`config.mk`:
```
export PLATFORM = sky130hd
export DESIGN_NAME = fft_input_loader
export DESIGN_NICKNAME = d
export VERILOG_FILES = /design/src/rtl/fft_input_loader_pkg.sv /design/src/rtl/fft_load_addr_gen.sv /design/src/rtl/fft_input_loader.sv
export SDC_FILE = /design/constraint.sdc
export NUM_CORES = 1
export LEC_CHECK = 0
export CAP_MARGIN = 20
export CORE_AREA = 2 2 66 68
export DETAILED_ROUTE_END_ITERATION = 8
export DIE_AREA = 0 0 68 70
export MAX_ROUTING_LAYER = met4
export PLACE_DENSITY = 0.8
export SETUP_SLACK_MARGIN = 0.2
export SKIP_CTS_REPAIR_TIMING = 1
export SYNTH_ARGS = -nofsm -noshare
export SYNTH_HDL_FRONTEND = slang
export SYNTH_SLANG_ARGS = --single-unit
```
`constraint.sdc`:
```
create_clock -name clk -period 2.2 [get_ports clk]
set_input_delay 0.33 -clock clk [delete_from_list [all_inputs] [get_ports clk]]
set_output_delay 0.33 -clock clk [all_outputs]
set_load 0.05 [all_outputs]
```
`src/rtl/fft_input_loader_pkg.sv`:
```
// ============================================================================
// fft_input_loader_pkg
// Shared frame geometry and state type for the FFT input loader.
// Revision: 1.0
// ============================================================================
`default_nettype none

package fft_input_loader_pkg;

  localparam int N_POINTS = 2048;  // frame length, 4 banks of 2**ADDR_W words
  localparam int DATA_W   = 16;    // two's complement sample width
  localparam int ADDR_W   = 9;     // per-bank address width
  localparam int CNT_W    = ADDR_W + 2;  // sample index inside a frame

  typedef enum logic [1:0] {
    ST_IDLE  = 2'd0,
    ST_LOAD  = 2'd1,
    ST_START = 2'd2,
    ST_WAIT  = 2'd3
  } load_state_t;

endpackage

`default_nettype wire

```
`src/rtl/fft_load_addr_gen.sv`:
```
// ============================================================================
// fft_load_addr_gen
// Frame sample counter. The low ADDR_W bits are the bank address, the top two
// bits select the bank, so x[n], x[n+512], x[n+1024], x[n+1536] share an address.
// Revision: 1.0
// ============================================================================
`default_nettype none

module fft_load_addr_gen
  import fft_input_loader_pkg::*;
(
  input  logic              clk,
  input  logic              rst_n,
  input  logic              inc,      // advance on an accepted, written sample
  input  logic              clr,      // restart the frame at sample 0
  output logic [ADDR_W-1:0] addr,
  output logic [3:0]        bank,     // one-hot bank write enable for this sample
  output logic              at_last   // counter sits on the final sample of a frame
);

  localparam logic [CNT_W-1:0] CNT_ONE = {{(CNT_W-1){1'b0}}, 1'b1};

  logic [CNT_W-1:0] cnt;

  // Sample counter; wraps naturally from N_POINTS-1 back to 0.
  always_ff @(posedge clk) begin
    if (!rst_n) begin
      cnt <= '0;
    end else if (clr) begin
      cnt <= '0;
    end else if (inc) begin
      cnt <= cnt + CNT_ONE;
    end
  end

  assign addr    = cnt[ADDR_W-1:0];
  assign bank    = 4'b0001 << cnt[CNT_W-1 -: 2];
  assign at_last = &cnt;

endmodule

`default_nettype wire

```
`src/rtl/fft_input_loader.sv`:
```
// ============================================================================
// fft_input_loader
// Streams one 2048-sample frame into the radix-4 FFT core's four input banks,
// pulses the core start, then waits for a rising edge on the core ready.
// Optional feature macro: FFT_LOAD_LAST_EN (frame-length checking via last).
// Revision: 1.0
// ============================================================================
`default_nettype none

module fft_input_loader
  import fft_input_loader_pkg::*;
(
  input  logic              clk,
  input  logic              rst_n,
  input  logic              en,
  input  logic [DATA_W-1:0] sample,
  input  logic              valid,
  output logic              ready,
  output logic [DATA_W-1:0] data,
  output logic [ADDR_W-1:0] addr_wr,
  output logic [3:0]        we,
  output logic              start,
  input  logic              fft_rdy,
  output logic              busy,
  output logic              done,
  output logic              err,
  input  logic              last
);

  load_state_t       state, state_nxt;
  logic              beat;
  logic              wr;
  logic              cnt_inc;
  logic              cnt_clr;
  logic              rdy_q;
  logic              rdy_edge;
  logic [ADDR_W-1:0] cnt_addr;
  logic [3:0]        cnt_bank;
  logic              at_last;

  fft_load_addr_gen u_addr_gen (
    .clk     (clk),
    .rst_n   (rst_n),
    .inc     (cnt_inc),
    .clr     (cnt_clr),
    .addr    (cnt_addr),
    .bank    (cnt_bank),
    .at_last (at_last)
  );

  assign ready    = (state == ST_LOAD);
  assign busy     = (state != ST_IDLE);
  assign beat     = valid & ready;
  assign rdy_edge = fft_rdy & ~rdy_q;

`ifdef FFT_LOAD_LAST_EN
  logic flush, flush_nxt;
  logic set_err;

  // Next state and per-beat decisions, with frame-length checking against last.
  always_comb begin
    state_nxt = state;
    wr        = 1'b0;
    cnt_inc   = 1'b0;
    cnt_clr   = 1'b0;
    set_err   = 1'b0;
    flush_nxt = flush;
    case (state)
      ST_IDLE:  if (en) state_nxt = ST_LOAD;
      ST_LOAD: begin
        if (beat) begin
          if (flush) begin
            // Leftover samples of an over-long frame are swallowed up to its last.
            if (last) flush_nxt = 1'b0;
          end else if (last && !at_last) begin
            set_err = 1'b1;
            cnt_clr = 1'b1;
          end else begin
            wr      = 1'b1;
            cnt_inc = 1'b1;
            if (at_last) begin
              state_nxt = ST_START;
              if (!last) begin
                set_err   = 1'b1;
                flush_nxt = 1'b1;
              end
            end
          end
        end
      end
      ST_START: state_nxt = ST_WAIT;
      ST_WAIT:  if (rdy_edge) state_nxt = en ? ST_LOAD : ST_IDLE;
      default:  state_nxt = ST_IDLE;
    endcase
  end

  // Sticky error and discard-mode flags.
  always_ff @(posedge clk) begin
    if (!rst_n) begin
      err   <= 1'b0;
      flush <= 1'b0;
    end else begin
      flush <= flush_nxt;
      if (set_err) err <= 1'b1;
    end
  end
`else
  logic unused_last;
  assign unused_last = last;
  assign err         = 1'b0;

  // Next state and per-beat decisions; framing purely by sample count.
  always_comb begin
    state_nxt = state;
    wr        = 1'b0;
    cnt_inc   = 1'b0;
    cnt_clr   = 1'b0;
    case (state)
      ST_IDLE:  if (en) state_nxt = ST_LOAD;
      ST_LOAD: begin
        if (beat) begin
          wr      = 1'b1;
          cnt_inc = 1'b1;
          if (at_last) state_nxt = ST_START;
        end
      end
      ST_START: state_nxt = ST_WAIT;
      ST_WAIT:  if (rdy_edge) state_nxt = en ? ST_LOAD : ST_IDLE;
      default:  state_nxt = ST_IDLE;
    endcase
  end
`endif

  // State register.
  always_ff @(posedge clk) begin
    if (!rst_n) state <= ST_IDLE;
    else        state <= state_nxt;
  end

  // Core write port, start/done pulses and ready edge register.
  always_ff @(posedge clk) begin
    if (!rst_n) begin
      data    <= '0;
      addr_wr <= '0;
      we      <= 4'b0000;
      start   <= 1'b0;
      done    <= 1'b0;
      rdy_q   <= 1'b0;
    end else begin
      we    <= wr ? cnt_bank : 4'b0000;
      if (wr) begin
        data    <= sample;
        addr_wr <= cnt_addr;
      end
      // Start lags the final write by one cycle so it lands before the core switches source.
      start <= (state == ST_START);
      done  <= (state == ST_WAIT) && rdy_edge;
      rdy_q <= fft_rdy;
    end
  end

endmodule

`default_nettype wire

```
**Yosys cells after proc, flatten, opt, wreduce, memory -nomap -nowiden**

Index checks and enable logic that the tools add are counted.

- Muxes and demuxes: 8
- Shifts and indexed selects: 1
- Equality and inequality tests: 7
- Bitwise gates (word level): 3
- Reduce and logical (&&, ||, !) cells: 6
- Add/subtract/negate cells: 1

Operator list:

| cell | count |
|---|---|
| $add A11 B1 Y11 const B | 1 |
| $reduce_and A11 Y1 | 1 |
| $mux W2 | 4 |
| $pmux W2 S4 | 1 |
| $eq A2 B2 Y1 const B | 2 |
| $ne A2 B1 Y1 const B | 2 |
| $ne A2 B2 Y1 const B | 2 |
| $reduce_and A4 Y1 | 1 |
| $shl A1 B2 Y4 const A | 1 |
| $mux W1 | 3 |
| $and A1 B1 Y1 | 2 |
| $eq A2 B1 Y1 const B | 1 |
| $logic_not A2 Y1 | 1 |
| $reduce_and A2 Y1 | 1 |
| $reduce_bool A2 Y1 | 1 |
| $logic_and A1 B1 Y1 | 1 |
| $not A1 Y1 | 1 |

- Flip-flop bits (word level): 45
- Output and inout port bits: 34
- Word-level logic and storage cells: 34
- Input bits: 22

**Longest topological paths before layout**

- Depth in word-level cells: 5
- Gate-level depth with buffers: 8
- Gate-level depth less buffers: 6

**By module**

A second synthesis with hierarchy kept.

- Cell total of the unflattened synthesis: 217
- Area, all modules: 1899.3 um^2

By module, submodules not included:

| module | area each (um^2) | cells each | instances | seq. area each (um^2) |
|---|---|---|---|---|
| fft_input_loader | 1306.3 | 148 | 1 | 680.7 |
| fft_load_addr_gen | 593.1 | 69 | 1 | 220.2 |

**Worst setup path after synthesis**

OpenSTA, ideal clock, no wires.

- Kind: reg2reg
- From: register state[1]
- To: register u_addr_gen.cnt[6]
- Path buffers: 1
- Period minus slack after synthesis: 1.810 ns
- Stages on the path, launching flop included: 8
- Arrival time: 1.683 ns
- Setup slack: 0.390 ns
- Required time: 2.072 ns
- Library setup time: 0.128 ns
- Path through: dfxtp_1 > inv_1 > ha_1 > and4_1 > clkbuf_1 > nand4_1 > xor2_1 > nor2_1

- Cells in the longest elaborated chain, start to end: 4

Ends and longest elaborated chain:

| item | line | source |
|---|---|---|
| start, declared | fft_input_loader.sv:30 | `load_state_t state, state_nxt;` |
| start signal, assigned | fft_input_loader.sv:137 | `else state <= state_nxt;` |
| $eq A2 B1 Y1 * | fft_input_loader.sv:51 | `assign ready = (state == ST_LOAD);` |
| named net ready | fft_input_loader.sv:18 | `output logic ready,` |
| $and A1 B1 Y1 | fft_input_loader.sv:53 | `assign beat = valid & ready;` |
| $mux W1 | fft_input_loader.sv:121 | `if (beat) begin` |
| $mux W1 * | fft_input_loader.sv:118 | `case (state)` |
| end signal, assigned | fft_load_addr_gen.sv:32 | `cnt <= cnt + CNT_ONE;` |
| end, declared | fft_load_addr_gen.sv:23 | `logic [CNT_W-1:0] cnt;` |

Mark *: on every way through the listed nets, which the timed path passes. The rest lies on a longest branch.
A chain may end at the register's enable or synchronous reset.

**Worst setup path in the final report**

- From: register addr_wr[8]
- To: output addr_wr[8]

RTL lines:

| item | line | source |
|---|---|---|
| start, declared | fft_input_loader.sv:20 | `output logic [ADDR_W-1:0] addr_wr,` |
| start signal, assigned | fft_input_loader.sv:153 | `addr_wr <= cnt_addr;` |

No word-level cell between the ends.

==> results_dict.tcl <==
set metrics [dict create \
    status "completed" \
    gp_congestion 0.873 \
    avgSynthCellArea_um2 8.63 \
    fmax_mhz 560 \
    crit_path_max_fanout 2 \
    clk_latency_ns 0.29 \
    ant_nets 0 \
    ioPinCount 56 \
    dieArea_um2 4760 \
    start_util 0.423 \
    synth_area_um2 1750 \
    yosysSeqAreaShare 0.514 \
    min_path_type "flip-flop to flip-flop" \
    vias 1468 \
    setup_viol 0 \
    total_leakage_power_uw 0.000889 \
    cp.required_ns 1.87 \
    tritoncts "yes" \
    maxCapViolCount 0 \
    skew_ns 0.00265 \
    synthTopCellsByArea "dfxtp_1 (51%), nand2_1 (12%), a21oi_1 (7.7%)" \
    critPathSlowestCell "clkdlybuf4s50_1" \
    drt-initial-drc-count 72 \
    rsz0062_at_grt "false" \
    io_buffers 53 \
    dpl_worst_slack_ns 0.363 \
    critPathCaptureType "primary output" \
    cp_top_family "buffers and inverters" \
    worst_slew_pin_slew_ns 0.603 \
    routedWlPerCell_um 11.6 \
    met2WireLength_um 1720 \
    root_buffer "clkbuf_8" \
    cp.arrival_ns 1.46 \
    irDropWorstVdd_v 0.000518 \
    core_area_um2 4140 \
    p_per_area_nw_per_um2 946 \
    criticalPathCategory "flip-flop to primary output" \
    wl_met1_um 1620 \
    area_growth_pct 39.6 \
    cts_buffers 5 \
    grt_pass1_vias 1340 \
    synth_top_area_share 0.514 \
    yosys.area.top_type "dfxtp_1" \
    yosysWarningCount 0 \
    hold_viol 0 \
    cts.clk_slew.worst_paths_ns 0.08 \
    grt.overflow.total 0 \
    finalMaxSlewViolations 0 \
    yosys_register_bits 45 \
    first_pass_iters 4 \
    cp_num_buf_inv 1 \
    slowest_delay_ns 0.82 \
    clkSinkCount 45 \
    nNetsFinal 282 \
    hpwl_um 2370 \
    route.top_layer_used "met4" \
    most-common-layout-cells "nand2_1 (56), clkdlybuf4s50_1 (51), dfxtp_1 (45)" \
    track_usage 0.164 \
    clk_path_buf_depth 2 \
    die_h_um 70 \
    drcViolationCount 0 \
    wl_um 3550 \
    vias_per_cell 4.78 \
    critical_path.cell_chain "clkdlybuf4s50_1" \
    layout_setup_ws_ns 0.414 \
    cp-start-kind "flip-flop" \
    period_needed_ns 1.79 \
    die_width_um 68 \
    fin_crit_sh 0.812 \
    tns_ns 0 \
    n_antenna_cell 0 \
    wl_met3_um 135 \
    cts_max_level 2 \
    grt_pass1_wl_um 5850 \
    final_common_cell "nand2_1" \
    synth_cell_type_count 30 \
    drive_gt1_frac 0.0510 \
    netlist_instances 203 \
    fp-row-count 24 \
    grt_max_degree 38 \
    fin_hold_ws_ns 0.419 \
    syn-num-nets 231 \
    slew_headroom 0.597 \
    grt_antenna_before_repair 0 \
]
report_power, final:
part | switching, µW | leakage, µW | internal, µW | total, µW
registers | 47.3 | 0.000364 | 885 | 933
logic | 476 | 0.000466 | 267 | 743
clock network | 268 | 0.0000585 | 370 | 638
total | 791 | 0.000889 | 1520 | 2310
routing by layer:
| layer | vias to the layer above | GRT usage |
|---|---|---|
| li1 | 764 | - |
| met1 | 668 | 0.192 |
| met2 | 31 | 0.254 |
| met3 | 5 | 0.0531 |
| met4 | 0 | 0.0733 |
| met5 | - | - |
state kept, by name (all words and copies together) (netlist names):
name	cells
addr_wr	9
data	16
done	1
rdy_q	1
start	1
state	2
u_addr_gen.cnt	11
we	4
stage by stage:
step | total power, µW | instances | instance area [µm²] | util
finish | 2310 | 307 | 2440 | 0.590
global route | 2440 | 307 | 2440 | 0.590
CTS | 2350 | 307 | 2440 | 0.589
detailed placement | 1710 | 299 | 2330 | 0.561
global placement | 1690 | 299 | 2330 | 0.561
floorplan | 1460 | 203 | 1750 | -
area by class of cell:
class | instances | area (µm²)
inverter | 6 | 22.5
clock buffer | 7 | 86.3
tap | 52 | 65.1
multi-input combinational | 141 | 782
fill | 397 | 1700
clock inverter | 1 | 30.0
timing repair buffer | 55 | 558
sequential | 45 | 901
final timing paths:
| check | start | endpoint | slack (ns) | cells after the start |
|---|---|---|---|---|
| min | rdy_q$_SDFF_PN0_ | done$_SDFF_PN0_ | 0.42 | 1 |
| max | addr_wr[8]$_SDFFE_PN0N_ | addr_wr[8] | 0.41 | 1 |
| max reg2reg | u_addr_gen.cnt[0]$_SDFFE_PN0N_ | state[0]$_SDFFE_PN0P_ | 0.49 | 5 |
| min reg2reg | rdy_q$_SDFF_PN0_ | done$_SDFF_PN0_ | 0.42 | 1 |
cells by family after synthesis:
kind of cell / Yosys count / synth area share
adder cells (fa/ha/maj): 6 / 0.0429
other: 1 / 0.00214
flip-flops: 45 / 0.514
buffers and inverters: 17 / 0.0393
AND/OR/NAND/NOR: 92 / 0.241
XOR/XNOR: 10 / 0.0500
AO/OA/AOI/OAI: 32 / 0.110
synthesized netlist by cell type:
cell,number
nand2_1,56
dfxtp_1,45
a21oi_1,27
nor2_1,11
clkbuf_1,9
xor2_1,9
ha_1,6
inv_1,5
and2_1,4
nand3_1,4
and4_1,3
nand4_1,3
nor3b_1,3
or3b_1,2
a211oi_1,1
a41oi_4,1
and2_0,1
and3_1,1
and4_4,1
buf_2,1
buf_4,1
conb_1,1
inv_2,1
nor2b_1,1
nor3_1,1
o2111a_1,1
o21ai_0,1
o22ai_1,1
or3_1,1
xnor2_1,1
No activity file was read; power rests on OpenSTA's default activity.
